===== src/rtl/ssriscv_imem_loader.sv =====
// ----------------------------------------------------------------------------
// ssriscv_imem_loader
//
// Synthesizable program loader for the ssriscv single-cycle core. A framed
// program arrives as a byte stream (valid/ready) and is written word by word
// into the instruction memory write port. The core is held in reset while a
// frame is being loaded and released once the frame has been written.
//
// Frame: LEN_LO, LEN_HI (word count N, little-endian), then N words of four
// little-endian bytes each. With SSRISCV_LOADER_CKSUM_EN defined, one trailing
// byte carries the XOR of all payload bytes and must match for the core to be
// released.
//
// Optional feature macro: SSRISCV_LOADER_CKSUM_EN
//
// Ports:
//   clk         core clock, rising edge
//   rst_n       asynchronous active-low reset
//   byte_valid  byte_data holds a valid byte
//   byte_data   stream byte
//   byte_ready  loader accepts a byte this cycle (decode of state)
//   load_req    single-cycle pulse, restarts loading from RUN or ERR
//   imem_we     instruction memory write strobe, one cycle per word
//   imem_addr   word address
//   imem_wdata  word to write
//   cpu_rst_n   active-low reset to the core, low while loading
//   done        program loaded, core running
//   error       frame rejected
// ----------------------------------------------------------------------------
module ssriscv_imem_loader #(
    parameter int DEPTH  = 256,
    parameter int ADDR_W = 8
) (
    input  logic              clk,
    input  logic              rst_n,
    input  logic              byte_valid,
    input  logic [7:0]        byte_data,
    output logic              byte_ready,
    input  logic              load_req,
    output logic              imem_we,
    output logic [ADDR_W-1:0] imem_addr,
    output logic [31:0]       imem_wdata,
    output logic              cpu_rst_n,
    output logic              done,
    output logic              error
);

    typedef enum logic [2:0] {
        S_LEN_LO,
        S_LEN_HI,
        S_DATA,
`ifdef SSRISCV_LOADER_CKSUM_EN
        S_CKSUM,
`endif
        S_RUN,
        S_ERR
    } state_t;

    // State entered once the payload (possibly empty) has been consumed.
`ifdef SSRISCV_LOADER_CKSUM_EN
    localparam state_t S_AFTER_PAYLOAD = S_CKSUM;
`else
    localparam state_t S_AFTER_PAYLOAD = S_RUN;
`endif

    state_t              state_q, state_d;
    logic [7:0]          len_lo_q, len_lo_d;
    logic [15:0]         len_q, len_d;
    logic [1:0]          bcnt_q, bcnt_d;
    logic [ADDR_W-1:0]   wcnt_q, wcnt_d;
    logic [23:0]         shift_q, shift_d;
    logic                we_q, we_d;
    logic [ADDR_W-1:0]   addr_q, addr_d;
    logic [31:0]         wdata_q, wdata_d;
    logic                run_q, run_d;
    logic                error_q, error_d;
`ifdef SSRISCV_LOADER_CKSUM_EN
    logic [7:0]          cksum_q, cksum_d;
`endif

    logic                accept;
    logic [15:0]         len_full;
    logic                last_word;

    always_comb begin
        byte_ready = 1'b0;
        case (state_q)
            S_LEN_LO, S_LEN_HI, S_DATA: byte_ready = 1'b1;
`ifdef SSRISCV_LOADER_CKSUM_EN
            S_CKSUM:                    byte_ready = 1'b1;
`endif
            default:                    byte_ready = 1'b0;
        endcase
    end

    assign accept    = byte_valid && byte_ready;
    assign len_full  = {byte_data, len_lo_q};
    // len_q >= 1 whenever S_DATA is active, so the subtraction cannot wrap there.
    assign last_word = (16'(wcnt_q) == (len_q - 16'd1));

    always_comb begin
        state_d  = state_q;
        len_lo_d = len_lo_q;
        len_d    = len_q;
        bcnt_d   = bcnt_q;
        wcnt_d   = wcnt_q;
        shift_d  = shift_q;
        we_d     = 1'b0;
        addr_d   = addr_q;
        wdata_d  = wdata_q;
        run_d    = 1'b0;
        error_d  = 1'b0;
`ifdef SSRISCV_LOADER_CKSUM_EN
        cksum_d  = cksum_q;
`endif

        case (state_q)
            S_LEN_LO: begin
                if (accept) begin
                    len_lo_d = byte_data;
                    state_d  = S_LEN_HI;
`ifdef SSRISCV_LOADER_CKSUM_EN
                    cksum_d  = 8'h00;
`endif
                end
            end

            S_LEN_HI: begin
                if (accept) begin
                    len_d  = len_full;
                    wcnt_d = '0;
                    bcnt_d = 2'd0;
                    if (32'(len_full) > 32'(DEPTH)) begin
                        state_d = S_ERR;
                    end else if (len_full == 16'd0) begin
                        state_d = S_AFTER_PAYLOAD;
                    end else begin
                        state_d = S_DATA;
                    end
                end
            end

            S_DATA: begin
                if (accept) begin
                    // Bytes enter at the top so byte 0 ends up in bits 7:0.
                    shift_d = {byte_data, shift_q[23:8]};
                    bcnt_d  = bcnt_q + 2'd1;
`ifdef SSRISCV_LOADER_CKSUM_EN
                    cksum_d = cksum_q ^ byte_data;
`endif
                    if (bcnt_q == 2'd3) begin
                        we_d    = 1'b1;
                        addr_d  = wcnt_q;
                        wdata_d = {byte_data, shift_q};
                        wcnt_d  = wcnt_q + ADDR_W'(1);
                        if (last_word) begin
                            state_d = S_AFTER_PAYLOAD;
                        end
                    end
                end
            end

`ifdef SSRISCV_LOADER_CKSUM_EN
            S_CKSUM: begin
                if (accept) begin
                    state_d = (byte_data == cksum_q) ? S_RUN : S_ERR;
                end
            end
`endif

            S_RUN: begin
                if (load_req) begin
                    state_d = S_LEN_LO;
                end
            end

            S_ERR: begin
                if (load_req) begin
                    state_d = S_LEN_LO;
                end
            end

            default: state_d = S_LEN_LO;
        endcase

        // Release is registered from the state register, so it lands one
        // cycle after S_RUN entry, after the final write strobe.
        run_d   = (state_q == S_RUN) && !load_req;
        error_d = (state_d == S_ERR);
    end

    always_ff @(posedge clk or negedge rst_n) begin
        if (!rst_n) begin
            state_q  <= S_LEN_LO;
            len_lo_q <= 8'h00;
            len_q    <= 16'h0000;
            bcnt_q   <= 2'd0;
            wcnt_q   <= '0;
            shift_q  <= 24'h000000;
            we_q     <= 1'b0;
            addr_q   <= '0;
            wdata_q  <= 32'h0000_0000;
            run_q    <= 1'b0;
            error_q  <= 1'b0;
`ifdef SSRISCV_LOADER_CKSUM_EN
            cksum_q  <= 8'h00;
`endif
        end else begin
            state_q  <= state_d;
            len_lo_q <= len_lo_d;
            len_q    <= len_d;
            bcnt_q   <= bcnt_d;
            wcnt_q   <= wcnt_d;
            shift_q  <= shift_d;
            we_q     <= we_d;
            addr_q   <= addr_d;
            wdata_q  <= wdata_d;
            run_q    <= run_d;
            error_q  <= error_d;
`ifdef SSRISCV_LOADER_CKSUM_EN
            cksum_q  <= cksum_d;
`endif
        end
    end

    assign imem_we    = we_q;
    assign imem_addr  = addr_q;
    assign imem_wdata = wdata_q;
    assign cpu_rst_n  = run_q;
    assign done       = run_q;
    assign error      = error_q;

endmodule


===== config.mk =====
export PLATFORM = sky130hd
export DESIGN_NAME = ssriscv_imem_loader
export DESIGN_NICKNAME = d
export VERILOG_FILES = /design/src/rtl/ssriscv_imem_loader.sv
export SDC_FILE = /design/constraint.sdc
export NUM_CORES = 1
export LEC_CHECK = 0
export ABC_AREA = 0
export BUFFER_PORTS_ARGS = -buffer_cell sky130_fd_sc_hd__buf_2
export CORE_UTILIZATION = 45
export DETAILED_ROUTE_END_ITERATION = 8
export HOLD_SLACK_MARGIN = 0.1
export PLACE_DENSITY_LB_ADDON = 0.2
export RECOVER_POWER = 100
export SKIP_CTS_REPAIR_TIMING = 1
export SLEW_MARGIN = 20
export SYNTH_ARGS = -nofsm -noshare
export SYNTH_HDL_FRONTEND = slang
export SYNTH_SLANG_ARGS = --single-unit

===== constraint.sdc =====
create_clock -name clk -period 2.4 [get_ports clk]
set_clock_uncertainty 0.2 [all_clocks]
set_input_delay 0.24 -clock clk [delete_from_list [all_inputs] [get_ports clk]]
set_output_delay 0.24 -clock clk [all_outputs]
set_load 0.03 [all_outputs]

After elaboration in Yosys (flattened, before gate mapping)
Cells that the tools add are included.

word-level totals
  register bits after elaboration = 104
  input port bits = 12
  output and inout port bits = 45
  logic and storage cells = 59

cells by class
  $add $sub $neg = 3
  magnitude comparators = 1
  eq/ne operators = 10
  mux-type cells = 20
  reduce and logical (&&, ||, !) cells = 14

operators with widths
  kind                   count
  $mux 8                 3
  $mux 3                 7
  $eq 8x16->1            1
  $gt 16x9->1 const B    1
  $logic_not 16->1       1
  $pmux 8 s2             1
  $sub 16x1->16 const B  1
  $pmux 3 s4             1
  $add 8x1->8 const B    1
  $eq 3x2->1 const B     2
  $eq 3x3->1 const B     2
  $ne 2x2->1 const B     3
  $reduce_and 2->1       3
  $reduce_and 3->1       2
  $mux 1                 5
  $mux 2                 2
  $pmux 2 s2             1
  $reduce_and 4->1       1
  $eq 3x1->1 const B     1
  $logic_not 3->1        1
  $reduce_or 3->1        1
  $add 2x1->2 const B    1
  $eq 2x2->1 const B     1
  $logic_and 1x1->1      2
  other kinds (3)        3

Logic depth before layout (Yosys ltp)
  depth in word-level cells = 7
  gate-level depth with buffers = 9
  gate-level depth less buffers = 7

Worst setup path after synthesis
No wires, ideal clock.

  kind = register -> register
  from = reg len_q[0]
  to = reg state_q[0]
  library setup time = 0.066 ns
  arrival time = 1.961 ns
  required time = 2.134 ns
  path slack = 0.173 ns
  stages on the path, launching flop included = 10
  path buffers = 2
  period minus slack after synthesis = 2.227 ns
  path through = dfrtp_1 buf_6 inv_1 ha_1 clkbuf_1 or4_2 o21ai_0 a32oi_1 nor4_2 a31o_1

between the ends
  longest elaborated chain between the ends = 6

ends and longest elaborated chain
  item                    RTL line  source
  from (decl)             68        logic [15:0] len_q, len_d;
  from (signal assigned)  211       len_q <= len_d;
  $sub 16x1->16           99        assign last_word = (16'(wcnt_q) == (len_q - 16'd1));
  $eq 8x16->1             99
  $mux 3                  156       if (last_word) begin
  $mux 3                  151       if (bcnt_q == 2'd3) begin
  $mux 3                  144       if (accept) begin
  $pmux 3 s4              117       case (state_q)
  via state_d[0]          66        state_t state_q, state_d;
  to (signal assigned)    209       state_q <= state_d;
  to (decl)               66

The timed path passes the listed nets, and every way through them passes these cells.
A chain may end at the register's enable or synchronous reset.

Worst setup path in the final report
  from = reg len_q[1]
  to = reg state_q[0]

The elaborated chain is that of the path after synthesis.

==> metrics.md <==
| Metric | Value |
|---|---|
| Status | complete, no violations |
| Filler instances | between 900 and 1000 |
| CP Capture Type | flip-flop |
| Path type of the worst min-delay path | reg2reg |
| TritonCTS clock tree | built |
| Die Height | 103 um |
| Via density | 5.14 |
| Drt pass-1 iters | 4 |
| # diodes | 0 |
| Total chip power | ~4.5 mW |
| Rows | 36 |
| Register area share after synthesis | 0.570 |
| Net count, final | about 540 |
| Ports | 57 |
| Syn Nets | 471 |
| Worst R2R End | state_q[0] |
| Clock sinks | 104 |
| CP Data Arrival Time | 2.34 ns |
| Drt drc | 0 |
| Max_slew headroom | 0.404 |
| Clk_lat worst skew | around 0.36 ns |
| Critical path class | reg2reg |
| Routed vias | ~3400 |
| Fin crit share | 0.936 |
| Layout cell share with drive strength beyond 1 | 0.153 |
| Worst-Margin Slew | around 0.89 ns |
| Antenna viol nets, final | 0 |
| Pleak | 2.59 nW |
| Crit path cell chain | inv_1 > ha_1 > or4_2 > o21ai_0 > a32oi_1 > nor4_2 > a31o_1 |
| Max Root-Sink Buffers | 2 |
| Starting Density | 0.465 |
| CTS buffer count | 9 |
| Clock slew seen by the registers of the worst setup and hold paths | 0.10 ns |
| Final min period | ~2.2 ns |
| H-tree depth | 3 |
| Max stage delay on crit path | 0.55 ns |
| Max FO, Critical Path | 8 |
| #FFs+latches synth | 104 |
| Synth Instances | 456 |
| First-pass GRT wire length | 16.0 mm |
| Critical Path RT | between 2 and 2.5 ns |
| CP startpoint kind | flip-flop |
| Placed insts | 634 |
| Cells on worst reg2reg path | 7 |
| CP Depth | 7 |
| Largest net degree at the start of global routing | 44 |
| Cell Area, Synth | 4560 um^2 |
| Buf+Inv Stages, Crit Path | 1 |
| Commonest non-fill, non-tap cell in the layout | nand2_1 |
| Fin. max-slew vios | 0 |
| Core Region | 9820 um^2 |
| Peak VDD IR | 0.531 mV |
| Post-synth EDFFs | 0 |
| R2R Setup Slk | 0.15 ns |
| Worst Setup EP | state_q[0] |
| Final Hold Vio Count | 0 |
| Routed len/inst | 14.7 um |
| Max Cap Viol | 0 |
| Top_reg_cell synth | dfrtp_1 |
| Worst R2R Start | len_q[1] |
| Setup TNS | 0 ns |
| Final Core Density | 0.533 |
| Final Non-Filler Cells | 662 |
| Area growth syn-to-layout | 14.7% |
| Setup violators final | 0 |
| Commonest non-fill, non-tap cells in the layout | 174 x nand2_1, 103 x dfrtp_1, 49 x clkbuf_1 |
| Delay-heaviest family, CP | simple AND/OR/NAND/NOR gates |
| Global route total overflow | 0 |
| Initial DRC count | 150 |
| Yosys Warn Count | 0 |
| Die area | 10500 um^2 |
| Vias in the first global route | 3170 |
| Detailed Place HPWL | 6.72 mm |
| Multi-input gate area | between 1500 and 2000 um^2 |
| Fmax achieved | 445 MHz |
| Crit. Startpoint | len_q[1] |
| Syn Area/Cell | 10.0 um^2 |
| Synth cell types | just over 50 |
| Global-route usage over all layers | 0.200 |
| Share of flip-flops with an asynchronous set or reset | 1.00 |
| GP Congestion | 0.868 |
| Routed wire length | just under 10 mm |
| Pwr dens | about 870 nW/um^2 |
| Die W | 103 um |
| Slowest stage cell, crit path | or4_2 |
| PortBufs | 56 |
| FF/Latch Area | between 2000 and 3000 um^2 |
| RSZ-0062 raised after global routing | false |
| Initial antenna violation count | 0 |
| Root Buffer | clkbuf_8 |
-- state kept, by name, indices dropped and copies added, names as in the netlist, 2 cells and up --
| name | cells |
|---|---|
| imem_addr | 8 |
| len_lo_q | 8 |
| state_q | 3 |
| shift_q | 24 |
| wcnt_q | 8 |
| len_q | 16 |
| bcnt_q | 2 |
| imem_wdata | 32 |
-- cells in the mapped netlist (all sizes together) (2+ instances only) --
cell	instances	area (um^2)
a21oi	6	30.0
a22o	2	17.5
a31o	4	35.0
a31oi	3	18.8
buf	12	75.1
clkbuf	13	48.8
dfrtp	104	2600
ha	3	37.5
inv	7	26.3
mux2	33	372
nand2	174	653
nand3	6	30.0
nand3b	3	22.5
nand4	4	25.0
nor2	14	52.6
nor2b	2	12.5
nor3	6	35.0
nor3b	2	15.0
nor4	6	43.8
nor4b	2	32.5
o2111ai	2	17.5
o21ai	13	65.1
or3	3	18.8
or4	2	20.0
xnor2	6	52.6
xor2	7	61.3
-- stage by stage --
| step | worst slack (ns) | hold slack, ns | instance area, um^2 |
|---|---|---|---|
| 3_5_place_dp | 0.106 | 0.0171 | 5010 |
| 2_1_floorplan | 0.173 | -0.256 | 4560 |
| 6_report | 0.154 | 0.272 | 5230 |
| 4_1_cts | 0.0971 | -0.383 | 5210 |
| 3_3_place_gp | 0.196 | 0.0188 | 5010 |
| 5_1_grt | 0.0228 | 0.297 | 5230 |
-- worst reg2reg max path: stages, from the launching register on --
cell     delay, ns
dfrtp_2       0.43
inv_1         0.08
ha_1          0.28
or4_2         0.55
o21ai_0       0.10
a32oi_1       0.13
nor4_2        0.25
a31o_1        0.17
-- where the power goes --
group	switching (mW)	internal, mW	total, mW
Clock	0.610	0.498	1.11
Sequential	0.251	1.99	2.24
Combinational	0.653	0.543	1.20
Total	1.51	3.03	4.54
-- routing by layer --
metal,vias up,share of wire,wire (um),track usage
met2,76,0.46,4430,0.312
met1,1655,0.49,4740,0.285
li1,1662,-,-,-
met3,10,0.048,469,0.0400
met5,-,0,0,0
met4,0,0.0081,79,0.0516
-- worst min path at each step --
stage / from / endpoint / slack (ns) / cells after the start
floorplan: rst_n / bcnt_q[0] / -0.26 / 0
global placement: rst_n / state_q[0] / 0.02 / 1
detailed placement: rst_n / state_q[0] / 0.02 / 1
CTS: rst_n / imem_wdata[28] / -0.38 / 1
global route: shift_q[1] / imem_wdata[1] / 0.30 / 2
finish: shift_q[1] / imem_wdata[1] / 0.27 / 2
-- cell families after synthesis --
kind of cell | count (synthesis) | synth area share
fa+ha+maj | 3 | 0.00823
buf+inv | 32 | 0.0329
simple gates | 230 | 0.221
mux | 34 | 0.0836
xor+xnor | 13 | 0.0250
compound gates | 40 | 0.0587
flops | 104 | 0.570
-- area by class of cell --
class | instances | area share
flip-flops and latches | 104 | 0.498
multi-input cells | 320 | 0.346
inverters | 7 | 0.00502
clock buffers | 10 | 0.0244
well taps | 133 | 0.0318
repair buffers | 82 | 0.0808
clock inverters | 6 | 0.0143
Power figures use the tool's default switching activity.
